<file path="config.mk">
export PLATFORM = sky130hd
export DESIGN_NAME = llc_fifo_reader
export DESIGN_NICKNAME = d
export VERILOG_FILES = /design/src/rtl/llc_fifo_pkg.sv /design/src/rtl/llc_fifo_reader.sv
export SDC_FILE = /design/constraint.sdc
export NUM_CORES = 1
export LEC_CHECK = 0
export BUFFER_PORTS_ARGS = -buffer_cell sky130_fd_sc_hd__buf_2
export CORE_AREA = 2 2 89 91
export CTS_CLUSTER_DIAMETER = 50
export DETAILED_ROUTE_END_ITERATION = 16
export DIE_AREA = 0 0 91 93
export SYNTH_ARGS = -nofsm -noshare
export SYNTH_HDL_FRONTEND = slang
export SYNTH_SLANG_ARGS = --single-unit
</file>
<file path="constraint.sdc">
create_clock -name clk_i -period 3.05 [get_ports clk_i]
set_input_delay 0.1525 -clock clk_i [delete_from_list [all_inputs] [get_ports clk_i]]
set_output_delay 0.1525 -clock clk_i [all_outputs]
set_load 0.05 [all_outputs]
</file>
<file path="src/rtl/llc_fifo_pkg.sv">
// Shared types for the LLC FIFO family.
// Reader state doubles as the buffered-beat count (0..2).
package llc_fifo_pkg;

  typedef enum logic [1:0] {
    RD_EMPTY = 2'd0,
    RD_ONE   = 2'd1,
    RD_FULL  = 2'd2
  } llc_fifo_rd_state_t;

endpackage

</file>
<file path="src/rtl/llc_fifo_reader.sv">
// Pop-side adapter for a non-fall-through LLC FIFO: head plus skid register give a
// registered valid/ready stream with no combinational path from out_ready_i to fifo_pop_o.
module llc_fifo_reader
  import llc_fifo_pkg::*;
#(
  parameter int  DATA_WIDTH = 32,
  parameter type dtype      = logic [DATA_WIDTH-1:0]
) (
  input  logic       clk_i,
  input  logic       rst_i,
  input  logic       flush_i,
  input  logic       fifo_empty_i,
  input  dtype       fifo_data_i,
  output logic       fifo_pop_o,
  output logic       out_valid_o,
  input  logic       out_ready_i,
  output dtype       out_data_o,
  output logic [1:0] occupancy_o
);

  llc_fifo_rd_state_t occ_q, occ_d;
  dtype               head_q, head_d;
  dtype               skid_q, skid_d;
  logic               pop;
  logic               accept;

  always_comb begin
    // Pop depends only on registered occupancy, so ready never reaches the FIFO.
    pop    = ~fifo_empty_i & (occ_q != RD_FULL) & ~flush_i & ~rst_i;
    accept = (occ_q != RD_EMPTY) & out_ready_i;
    occ_d  = occ_q;
    head_d = head_q;
    skid_d = skid_q;
    if (flush_i) begin
      occ_d = RD_EMPTY;
    end else begin
      case (occ_q)
        RD_EMPTY: begin
          if (pop) begin
            head_d = fifo_data_i;
            occ_d  = RD_ONE;
          end
        end
        RD_ONE: begin
          if (pop && accept) begin
            head_d = fifo_data_i;
          end else if (pop) begin
            skid_d = fifo_data_i;
            occ_d  = RD_FULL;
          end else if (accept) begin
            occ_d = RD_EMPTY;
          end
        end
        RD_FULL: begin
          if (accept) begin
            head_d = skid_q;
            occ_d  = RD_ONE;
          end
        end
        default: occ_d = RD_EMPTY;
      endcase
    end
  end

  always_ff @(posedge clk_i or posedge rst_i) begin
    if (rst_i) begin
      occ_q  <= RD_EMPTY;
      head_q <= '0;
      skid_q <= '0;
    end else begin
      occ_q  <= occ_d;
      head_q <= head_d;
      skid_q <= skid_d;
    end
  end

  assign fifo_pop_o  = pop;
  assign out_valid_o = (occ_q != RD_EMPTY);
  assign out_data_o  = head_q;
  assign occupancy_o = occ_q;

  a_no_pop_empty: assert property (@(posedge clk_i) disable iff (rst_i)
    fifo_empty_i |-> !fifo_pop_o);

  a_stall_stable: assert property (@(posedge clk_i) disable iff (rst_i)
    (out_valid_o && !out_ready_i && !flush_i) |=> (out_valid_o && $stable(out_data_o)));

  a_occ_legal: assert property (@(posedge clk_i) disable iff (rst_i)
    occ_q inside {RD_EMPTY, RD_ONE, RD_FULL});

endmodule
</file>
==> flow_summary_export.csv <==
group,metric,value,unit
clock_network,post_cts_buffers,0,
global_routing,antenna_found_initial,0,
place,place_congestion,0.7437,
cells_and_area,layout-drive-gt1-share,0.4375,
synth,synth_area,2979,sq um
clock_network,cts_tree,"built",
worst_setup_path,cp.arrival,2100,ps
die,num_io_pins,73,
cells_and_area,final_cells,406,
worst_setup_path,reg2reg_depth,3,
worst_setup_path,end_kind,"flip-flop",
worst_setup_path,r2r_start,"occupancy_o[0]",
synth,synth_flop_cell,"dfrtp_1",
global_routing,grt_pass1_wl,9.045,mm
global_routing,grt_usage,0.1362,
clock_network,clockBufferDepth,2,
power,total_power,0.002567,W
sta,report.final.hold_viol_count,0,
worst_setup_path,path_class,"flip-flop to flip-flop",
global_routing,grt_overflow,0,
die,die-area,8463,sq um
synth,yosys.area.top_type_share,0.5544,
power,leakage,2.093,nW
clock_network,cts_root_buffer,"clkbuf_8",
synth,synth.most_common_cell,"dfrtp_1",
clock_network,path_clk_slew,70,ps
worst_setup_path,cp_data_required_time,3260,ps
sta,finalCritPeriodShare,0.6214,
sta,relSlewSlack,0.3197,
clock_network,cts_resized,0,
global_routing,grt_pass1_vias,1883,
outcome,status,"finished, final reports clean",
worst_hold_path,min_to,"occupancy_o[1]",
place,hpwlAfterDp,3.618,mm
worst_setup_path,critPathMaxFanout,32,
cells_and_area,final_nets,336,
sta,post-route-min-period,1895,ps
die,die-width,91,microns
synth,ys_types,25,
die,design.core.area,7527,sq um
power,power_density,710.9,nW/um^2
worst_hold_path,min_path_cells,2,
synth,synth_edf_count,0,
synth,synthTopCellsByArea,"dfrtp_1 55%, mux2_4 15%, mux2i_1 11%, o21ai_0 5.4%, nand2_1 4.0%",
sta,tightest_slew,1019,ps
worst_hold_path,hold_class,"input pin to flip-flop",
clock_network,h-tree-depth,3,
synth,synth-seq-cells,66,
power,peakVddDrop,0.0002826,V
die,die_h,93,microns
clock_network,hold_buffers,0,
synth,syn-instance-count,226,
drt,via_per_inst,4.586,
synth,synth_top_cell_by_area,"dfrtp_1",
die,start_util,0.3958,
sta,fmax,527.6,MHz
drt,vias,1862,
synth,async_flop_share,1.000,
job,maxCapViolations,0,
cells_and_area,n_antenna_cell,0,
synth,yosysSeqAreaShare,0.5544,
drt,dr.pass1.iters,3,
synth,syn_area_per_cell,13.18,sq um
place,place_inst,390,
clock_network,clk_latency,330,ps
drt,drc,0,
worst_setup_path,worstSetupStartpointType,"flip-flop",
place,port_buffers,72,
synth,synth_common_cells,"66 x dfrtp_1, 32 x mux2i_1, 32 x nand2_1, 32 x o21ai_0, 30 x mux2_4",
drt,drtAntennaViolNets,0,
synth,yosys_warnings,0,
worst_setup_path,regToRegSetupSlack,1150,ps
drt,drt_iter0_markers,66,
die,fp-row-count,32,
sta,skew,6.454,ps
cells_and_area,area_growth,21.21,%
global_routing,grt_max_degree,49,
clock_network,cts_sinks,66,
sta,tns,0,ps
sta,rsz0062_at_grt,"no",
sta,slew_viol_final,0,
cells_and_area,fillers,747,
drt,routed_wl,5.470,mm
synth,syn_nets,263,
clock_network,cts_made_buffers,9,
sta,setup_viol,0,
worst_hold_path,holdCritStartpoint,"out_ready_i",
drt,wl_per_cell,13.47,microns
worst_setup_path,r2r_end,"skid_q[12]",
final cells by class:
class	count	area, sq um	share of cell area
clock buffer	11	151.4	0.04193
clock inverter	5	52.55	0.01455
inverter	2	7.507	0.002079
multi-input combinational	144	1217	0.3371
sequential	66	1652	0.4574
tap	102	127.6	0.03534
timing repair buffer	76	402.9	0.1116
per-stage QoR:
stage | worst slack, ps | hold slack (ps) | utilization | cell area, sq um
final | 1155 | 45.33 | 0.4797 | 3611
after global routing | 1016 | 27.71 | 0.4797 | 3611
after CTS | 1160 | 13.31 | 0.4797 | 3611
after detailed placement | 1171 | 380.4 | 0.4526 | 3407
after global placement | 1206 | 370.2 | 0.4526 | 3407
after floorplan | 1069 | 218.3 | - | 2979
worst max-delay path: stages, from the launching register on:
cell      delay (ps)
dfrtp_1          480
nand2b_4         100
or4b_4           780
mux2_4           390
report_power, final:
part	internal (W)	switching [W]	total [W]
sequential	0.00104	0.0000880	0.00113
clock	0.000418	0.000328	0.000746
combinational	0.000235	0.000453	0.000689
registers in the layout (all words and copies together) (netlist names):
| register | cells |
|---|---|
| occupancy_o | 2 |
| skid_q | 32 |
| out_data_o | 32 |
worst max path at each step:
stage          slack [ps]              to  cells after the start           start
2_1_floorplan        1070       skid_q[0]                      5  occupancy_o[0]
6_report             1150      skid_q[12]                      3  occupancy_o[0]
5_1_grt              1020  out_data_o[12]                      5  occupancy_o[1]
3_3_place_gp         1210       skid_q[6]                      2  occupancy_o[1]
3_5_place_dp         1170       skid_q[7]                      3  occupancy_o[0]
4_1_cts              1160       skid_q[7]                      3  occupancy_o[0]
kinds of logic (layout without fill, tap and decap cells):
kind of cell           after synthesis  in the layout  share of synthesized area
AOI/OAI and AO/OA                   36             36                    0.06510
buffers and inverters               16             94                    0.04074
DFF                                 66             66                     0.5544
muxes                               65             65                     0.2701
and+or+nand+nor                     43             43                    0.06972
layout by cell type (no fill, tap or decap), types with 2 or more instances in the layout:
cell type  count
nand2_1       32
o21ai_0       32
mux2_4        30
nor2_1         2
clkinv_2       3
buf_2         72
buf_4          3
mux2i_1       32
dfrtp_1       66
mux2_2         3
clkbuf_8      11
metal layers:
| layer | routed length (microns) | vias to the layer above | global-route usage | part of all wire |
|---|---|---|---|---|
| met5 | 0 | - | 0 | 0 |
| met4 | 51 | 0 | 0.05303 | 0.0093 |
| met3 | 314 | 4 | 0.04593 | 0.057 |
| met2 | 2328 | 48 | 0.1988 | 0.43 |
| met1 | 2776 | 878 | 0.1877 | 0.51 |
| li1 | - | 932 | - | - |
Power figures use the tool's default switching activity.
